==> config.mk <==
export PLATFORM = sky130hd
export DESIGN_NAME = alu_issue_ctrl_flat
export DESIGN_NICKNAME = d
export VERILOG_FILES = /design/src/rtl/alu_pkg.sv /design/src/rtl/alu_issue_ctrl_if.sv /design/src/rtl/alu_regfile.sv /design/src/rtl/alu_issue_ctrl.sv /design/src/flat_wrapper.sv
export SDC_FILE = /design/constraint.sdc
export NUM_CORES = 1
export LEC_CHECK = 0
export ABC_AREA = 1
export CORE_MARGIN = 10
export CORE_UTILIZATION = 35
export CTS_BUF_LIST = sky130_fd_sc_hd__clkbuf_2 sky130_fd_sc_hd__clkbuf_4 sky130_fd_sc_hd__clkbuf_8
export CTS_CLUSTER_DIAMETER = 50
export DETAILED_ROUTE_END_ITERATION = 8
export PLACE_DENSITY = 0.67
export REMOVE_ABC_BUFFERS = 1
export SYNTH_ARGS = -nofsm -noshare
export SYNTH_HDL_FRONTEND = slang
export SYNTH_SLANG_ARGS = --single-unit
==> constraint.sdc <==
create_clock -name clk -period 2.2 [get_ports clk]
set_input_delay 0.44 -clock clk [delete_from_list [all_inputs] [get_ports clk]]
set_output_delay 0.44 -clock clk [all_outputs]
set_load 0.05 [all_outputs]
==> src/rtl/alu_pkg.sv <==
// Shared constants and types for the ALU issue front end.
package alu_pkg;

   localparam int unsigned DATA_W = 2;
   localparam int unsigned NREGS  = 4;
   localparam int unsigned ADDR_W = $clog2(NREGS);

   localparam logic [1:0] OP_ADD = 2'b00;
   localparam logic [1:0] OP_SUB = 2'b01;
   localparam logic [1:0] OP_AND = 2'b10;
   localparam logic [1:0] OP_XOR = 2'b11;

   typedef enum logic [1:0] {
      IDLE = 2'd0,
      EXEC = 2'd1,
      WB   = 2'd2
   } state_t;

endpackage

==> src/rtl/alu_issue_ctrl_if.sv <==
// Preload, command, ALU-side and writeback signals of the issue controller.
interface alu_issue_ctrl_if;

   logic                         ld_en;
   logic [alu_pkg::ADDR_W-1:0]   ld_addr;
   logic [alu_pkg::DATA_W-1:0]   ld_data;

   logic                         cmd_valid;
   logic                         cmd_ready;
   logic [1:0]                   cmd_op;
   logic [alu_pkg::ADDR_W-1:0]   cmd_rs1;
   logic [alu_pkg::ADDR_W-1:0]   cmd_rs2;
   logic [alu_pkg::ADDR_W-1:0]   cmd_rd;

   logic [alu_pkg::DATA_W-1:0]   alu_a;
   logic [alu_pkg::DATA_W-1:0]   alu_b;
   logic [1:0]                   alu_sel;
   logic [alu_pkg::DATA_W-1:0]   alu_result;
   logic                         alu_carry;

   logic                         wb_valid;
   logic                         wb_ready;
   logic [alu_pkg::ADDR_W-1:0]   wb_rd;
   logic [alu_pkg::DATA_W-1:0]   wb_data;
   logic                         wb_carry;
   logic                         flag_c;

   // Issue controller side.
   modport slave (
      input  ld_en, ld_addr, ld_data,
      input  cmd_valid, cmd_op, cmd_rs1, cmd_rs2, cmd_rd,
      output cmd_ready,
      output alu_a, alu_b, alu_sel,
      input  alu_result, alu_carry,
      output wb_valid, wb_rd, wb_data, wb_carry, flag_c,
      input  wb_ready
   );

   // Command source / ALU / writeback consumer side.
   modport master (
      output ld_en, ld_addr, ld_data,
      output cmd_valid, cmd_op, cmd_rs1, cmd_rs2, cmd_rd,
      input  cmd_ready,
      input  alu_a, alu_b, alu_sel,
      output alu_result, alu_carry,
      input  wb_valid, wb_rd, wb_data, wb_carry, flag_c,
      output wb_ready
   );

endinterface

==> src/rtl/alu_regfile.sv <==
// Operand register file: two async read ports, one sync write port, async clear.
module alu_regfile #(
   parameter int unsigned NREGS  = 4,
   parameter int unsigned ADDR_W = 2,
   parameter int unsigned DATA_W = 2
) (
   input  logic              clk,
   input  logic              rst,
   input  logic              we,
   input  logic [ADDR_W-1:0] waddr,
   input  logic [DATA_W-1:0] wdata,
   input  logic [ADDR_W-1:0] raddr1,
   input  logic [ADDR_W-1:0] raddr2,
   output logic [DATA_W-1:0] rdata1,
   output logic [DATA_W-1:0] rdata2
);

   logic [DATA_W-1:0] mem [NREGS];

   // Storage with clear on reset.
   always_ff @(posedge clk or posedge rst) begin
      if (rst) begin
         for (int i = 0; i < int'(NREGS); i++) begin
            mem[i] <= '0;
         end
      end else if (we) begin
         mem[waddr] <= wdata;
      end
   end

   assign rdata1 = mem[raddr1];
   assign rdata2 = mem[raddr2];

endmodule

==> src/rtl/alu_issue_ctrl.sv <==
// Command front end for the 2-bit ALU: operand fetch, result capture, writeback.
module alu_issue_ctrl
   import alu_pkg::*;
(
   input  logic             clk,
   input  logic             rst,
   alu_issue_ctrl_if.slave  bus
);

   state_t              state;
   logic [ADDR_W-1:0]   rd_q;
   logic [DATA_W-1:0]   alu_a_q;
   logic [DATA_W-1:0]   alu_b_q;
   logic [1:0]          alu_sel_q;
   logic                wb_valid_q;
   logic [ADDR_W-1:0]   wb_rd_q;
   logic [DATA_W-1:0]   wb_data_q;
   logic                wb_carry_q;
   logic                flag_c_q;

   logic                rf_we;
   logic [ADDR_W-1:0]   rf_waddr;
   logic [DATA_W-1:0]   rf_wdata;
   logic [DATA_W-1:0]   rf_rdata1;
   logic [DATA_W-1:0]   rf_rdata2;
   logic                cmd_fire;

   // A preload in the same cycle blocks the command, so the load wins.
   assign bus.cmd_ready = (state == IDLE) && !bus.ld_en;
   assign cmd_fire      = bus.cmd_valid && bus.cmd_ready;

   // Write port shared by the preload path (IDLE) and the result path (EXEC).
   always_comb begin
      rf_we    = 1'b0;
      rf_waddr = bus.ld_addr;
      rf_wdata = bus.ld_data;
      if (state == IDLE && bus.ld_en) begin
         rf_we = 1'b1;
      end else if (state == EXEC) begin
         rf_we    = 1'b1;
         rf_waddr = rd_q;
         rf_wdata = bus.alu_result;
      end
   end

   alu_regfile #(
      .NREGS  (NREGS),
      .ADDR_W (ADDR_W),
      .DATA_W (DATA_W)
   ) u_regfile (
      .clk    (clk),
      .rst    (rst),
      .we     (rf_we),
      .waddr  (rf_waddr),
      .wdata  (rf_wdata),
      .raddr1 (bus.cmd_rs1),
      .raddr2 (bus.cmd_rs2),
      .rdata1 (rf_rdata1),
      .rdata2 (rf_rdata2)
   );

   // Issue FSM with registered ALU operands and writeback record.
   always_ff @(posedge clk or posedge rst) begin
      if (rst) begin
         state      <= IDLE;
         rd_q       <= '0;
         alu_a_q    <= '0;
         alu_b_q    <= '0;
         alu_sel_q  <= '0;
         wb_valid_q <= 1'b0;
         wb_rd_q    <= '0;
         wb_data_q  <= '0;
         wb_carry_q <= 1'b0;
         flag_c_q   <= 1'b0;
      end else begin
         case (state)
            IDLE: begin
               if (cmd_fire) begin
                  alu_a_q   <= rf_rdata1;
                  alu_b_q   <= rf_rdata2;
                  alu_sel_q <= bus.cmd_op;
                  rd_q      <= bus.cmd_rd;
                  state     <= EXEC;
               end
            end
            EXEC: begin
               wb_data_q  <= bus.alu_result;
               wb_carry_q <= bus.alu_carry;
               flag_c_q   <= bus.alu_carry;
               wb_rd_q    <= rd_q;
               wb_valid_q <= 1'b1;
               state      <= WB;
            end
            WB: begin
               if (bus.wb_ready) begin
                  wb_valid_q <= 1'b0;
                  state      <= IDLE;
               end
            end
            default: state <= IDLE;
         endcase
      end
   end

   assign bus.alu_a    = alu_a_q;
   assign bus.alu_b    = alu_b_q;
   assign bus.alu_sel  = alu_sel_q;
   assign bus.wb_valid = wb_valid_q;
   assign bus.wb_rd    = wb_rd_q;
   assign bus.wb_data  = wb_data_q;
   assign bus.wb_carry = wb_carry_q;
   assign bus.flag_c   = flag_c_q;

endmodule
==> src/flat_wrapper.sv <==
// flat-port wrapper written by rule: the top's interface ports become plain ports
module alu_issue_ctrl_flat import alu_pkg::*;
  (clk, rst, bus_ld_en, bus_ld_addr, bus_ld_data, bus_cmd_valid, bus_cmd_op, bus_cmd_rs1, bus_cmd_rs2, bus_cmd_rd, bus_cmd_ready, bus_alu_a, bus_alu_b, bus_alu_sel, bus_alu_result, bus_alu_carry, bus_wb_valid, bus_wb_rd, bus_wb_data, bus_wb_carry, bus_flag_c, bus_wb_ready);
  alu_issue_ctrl_if bus_i ();
  input  logic clk;
  input  logic rst;
  input wire logic [$bits(bus_i.ld_en)-1:0] bus_ld_en;
  input wire logic [$bits(bus_i.ld_addr)-1:0] bus_ld_addr;
  input wire logic [$bits(bus_i.ld_data)-1:0] bus_ld_data;
  input wire logic [$bits(bus_i.cmd_valid)-1:0] bus_cmd_valid;
  input wire logic [$bits(bus_i.cmd_op)-1:0] bus_cmd_op;
  input wire logic [$bits(bus_i.cmd_rs1)-1:0] bus_cmd_rs1;
  input wire logic [$bits(bus_i.cmd_rs2)-1:0] bus_cmd_rs2;
  input wire logic [$bits(bus_i.cmd_rd)-1:0] bus_cmd_rd;
  output wire logic [$bits(bus_i.cmd_ready)-1:0] bus_cmd_ready;
  output wire logic [$bits(bus_i.alu_a)-1:0] bus_alu_a;
  output wire logic [$bits(bus_i.alu_b)-1:0] bus_alu_b;
  output wire logic [$bits(bus_i.alu_sel)-1:0] bus_alu_sel;
  input wire logic [$bits(bus_i.alu_result)-1:0] bus_alu_result;
  input wire logic [$bits(bus_i.alu_carry)-1:0] bus_alu_carry;
  output wire logic [$bits(bus_i.wb_valid)-1:0] bus_wb_valid;
  output wire logic [$bits(bus_i.wb_rd)-1:0] bus_wb_rd;
  output wire logic [$bits(bus_i.wb_data)-1:0] bus_wb_data;
  output wire logic [$bits(bus_i.wb_carry)-1:0] bus_wb_carry;
  output wire logic [$bits(bus_i.flag_c)-1:0] bus_flag_c;
  input wire logic [$bits(bus_i.wb_ready)-1:0] bus_wb_ready;
  assign bus_i.ld_en = bus_ld_en;
  assign bus_i.ld_addr = bus_ld_addr;
  assign bus_i.ld_data = bus_ld_data;
  assign bus_i.cmd_valid = bus_cmd_valid;
  assign bus_i.cmd_op = bus_cmd_op;
  assign bus_i.cmd_rs1 = bus_cmd_rs1;
  assign bus_i.cmd_rs2 = bus_cmd_rs2;
  assign bus_i.cmd_rd = bus_cmd_rd;
  assign bus_cmd_ready = bus_i.cmd_ready;
  assign bus_alu_a = bus_i.alu_a;
  assign bus_alu_b = bus_i.alu_b;
  assign bus_alu_sel = bus_i.alu_sel;
  assign bus_i.alu_result = bus_alu_result;
  assign bus_i.alu_carry = bus_alu_carry;
  assign bus_wb_valid = bus_i.wb_valid;
  assign bus_wb_rd = bus_i.wb_rd;
  assign bus_wb_data = bus_i.wb_data;
  assign bus_wb_carry = bus_i.wb_carry;
  assign bus_flag_c = bus_i.flag_c;
  assign bus_i.wb_ready = bus_wb_ready;
  alu_issue_ctrl u_core (.clk(clk), .rst(rst), .bus(bus_i));
endmodule
==> results_dict.tcl <==
set metrics [dict create \
    area_growth_pct 37.2 \
    cts_resized 0 \
    outcome "finished, final reports clean" \
    wl_met2_um 1440 \
    postLayoutCellArea_sq_um 1620 \
    sw_frac_of_total_pct 42.0 \
    drt-vias-per-instance 4.79 \
    tightest_slew_ns 0.516 \
    layout_commonest_cell "nand2_1" \
    post-place-ws_ns 0.471 \
    wl_met3_um 161 \
    drt-wirelength-per-cell_um 12.5 \
    ys_ff_latch 24 \
    slowest_delay_ns 0.82 \
    postCtsSetupRepairBufs 0 \
    fin_skew_ns 0.00522 \
    ios 34 \
    crit_slowest_cell "clkdlybuf4s50_1" \
    cts_buffers 3 \
    tritoncts "yes" \
    grt_pass1_wl_um 5120 \
    grt_max_degree 25 \
    relSlewSlack_pct 65.5 \
    die_y_um 78.1 \
    path_max_fanout 3 \
    yosysSeqAreaShare_pct 50.9 \
    maxCapViolations 0 \
    globalRouteTotalUtil_pct 9.88 \
    cts_sinks 24 \
    comb_power_share_pct 44.4 \
    dieArea_sq_um 6090 \
    cp-start-kind "flip-flop" \
    diodes 0 \
    n_fill_cell 330 \
    fin_nets 208 \
    utilization_pct 49.3 \
    power_density_nw_per_um2 1120 \
    hp-class "primary input to async pin" \
    final_cell_count_no_fill 233 \
    p_int_mw 1.05 \
    worstSetupPathType "flip-flop to output port" \
    root_buffer "clkbuf_4" \
    drt-total-wl_um 2910 \
    place_area_sq_um 1570 \
    start_util_pct 35.9 \
    crit_family "buffers and inverters" \
    synth.distinct_cells 18 \
    finalWorstSetupSlack_ns 0.226 \
    num_vias 1115 \
    clockBufferDepth 2 \
    power_mw 1.81 \
    hold_violations 0 \
    maxUsedRoutingLayer "met4" \
    synth_cells 151 \
    drtIter0Drc 61 \
    grt_overflow 0 \
    htree_levels 1 \
    drc 0 \
    layout-drive-gt1-share_pct 8.56 \
    wl_met1_um 1270 \
    timing.final.crit_share_pct 89.7 \
    pwr-share-clk_pct 17.8 \
    arrival_ns 1.53 \
    p_seq_share_pct 37.7 \
    die_w_um 78.1 \
    final_max_slew_viol_count 0 \
    portBuffers 33 \
    syn_area_sq_um 1180 \
    syn_area_per_cell_sq_um 7.81 \
    dpl.cell_count 229 \
    insertion_delay_ns 0.32 \
    core-area_sq_um 3280 \
    hpwl_um 2320 \
    antenna_found_initial 0 \
    tns_ns 0 \
    whs_ns 0.454 \
    path_clk_slew_ns 0.14 \
    endpoint_kind "output port" \
    layout_common_cells "nand2_1 (69), clkdlybuf4s50_1 (32), dfrtp_1 (24)" \
    period_minus_slack_ns 1.97 \
    setup_viol 0 \
    yosysWarnings 0 \
    critPathRequiredTime_ns 1.76 \
    firstDrtPassIters 4 \
    leakage_nw 0.822 \
    timing.fmax_mhz 506 \
    first_global_vias 1151 \
    critPathBufInv 1 \
    vdd_drop_max_mv 0.803 \
    route.antenna.remaining_nets 0 \
    postCtsHoldBufs 0 \
    gp_congestion 0.825 \
    path_cells "clkdlybuf4s50_1" \
    p_sw_mw 0.760 \
    rows 21 \
    rsz0062_at_grt "false" \
]
sequential cells by signal (all words and copies together), names as in the netlist:
signal and count:
u_core.u_regfile.mem 8, u_core.bus.alu_a 2, u_core.bus.alu_b 2, u_core.bus.alu_sel 2
u_core.bus.wb_data 2, u_core.bus.wb_rd 2, u_core.rd_q 2, u_core.state 2
u_core.bus.wb_carry 1, u_core.bus.wb_valid 1
kinds of logic after synthesis:
kind of cell / Yosys count / synth area share, %
flip-flops: 24 / 50.9
AND/OR/NAND/NOR: 95 / 35.2
buffers and inverters: 16 / 6.26
AO/OA/AOI/OAI: 16 / 7.64
worst paths after layout:
kind                                     start                 endpoint  cells past startpoint  slack, ns
min in group clk           u_core.bus.wb_rd[0]      u_core.bus.wb_rd[0]                      2       0.49
max in group asynchronous                  rst          u_core.state[1]                      3       1.50
min reg2reg                u_core.bus.wb_rd[0]      u_core.bus.wb_rd[0]                      2       0.49
max reg2reg                    u_core.state[1]  u_core.u_regfile.mem[2]                      7       0.83
max                        u_core.bus.wb_carry               bus_flag_c                      1       0.23
min                                        rst           u_core.rd_q[0]                      3       0.45
layer usage:
metal,up-vias,track usage [%]
li1,551,-
met1,533,11.6
met2,27,17.0
met3,4,3.42
met4,0,1.97
met5,-,0
cells in the mapped netlist:
cell type | instances | area share (%)
nand2_4 | 2 | 1.9
nand3b_1 | 1 | 0.64
dfrtp_1 | 24 | 51
nor2_1 | 1 | 0.32
nor2_4 | 1 | 0.95
nand3_1 | 16 | 6.8
o21ai_1 | 2 | 0.85
o21ai_0 | 6 | 2.5
nand2_1 | 69 | 22
o211ai_1 | 4 | 2.5
buf_6 | 1 | 0.95
nor2_2 | 1 | 0.53
inv_2 | 1 | 0.32
a21oi_1 | 4 | 1.7
inv_4 | 1 | 0.53
nand2_2 | 4 | 2.1
buf_4 | 1 | 0.64
inv_1 | 12 | 3.8
power groups by stage:
stage	Combinational, mW	Sequential [mW]	Clock, mW
floorplan	0.252	0.952	0
global placement	0.799	0.685	0
detailed placement	0.811	0.691	0
CTS	0.815	0.683	0.330
global route	0.873	0.699	0.354
finish	0.803	0.682	0.322
area by class of cell:
class                           count  area (sq um)  area share, %
Clock inverter                      1          30.0           1.85
Clock buffer                        3          22.5           1.39
Timing Repair Buffer               34           348           21.5
Sequential cell                    24           601           37.1
Multi-Input combinational cell    111           505           31.2
Inverter                           14          55.1           3.40
Tap cell                           46          57.6           3.55
(Power assumes the default switching activity.)
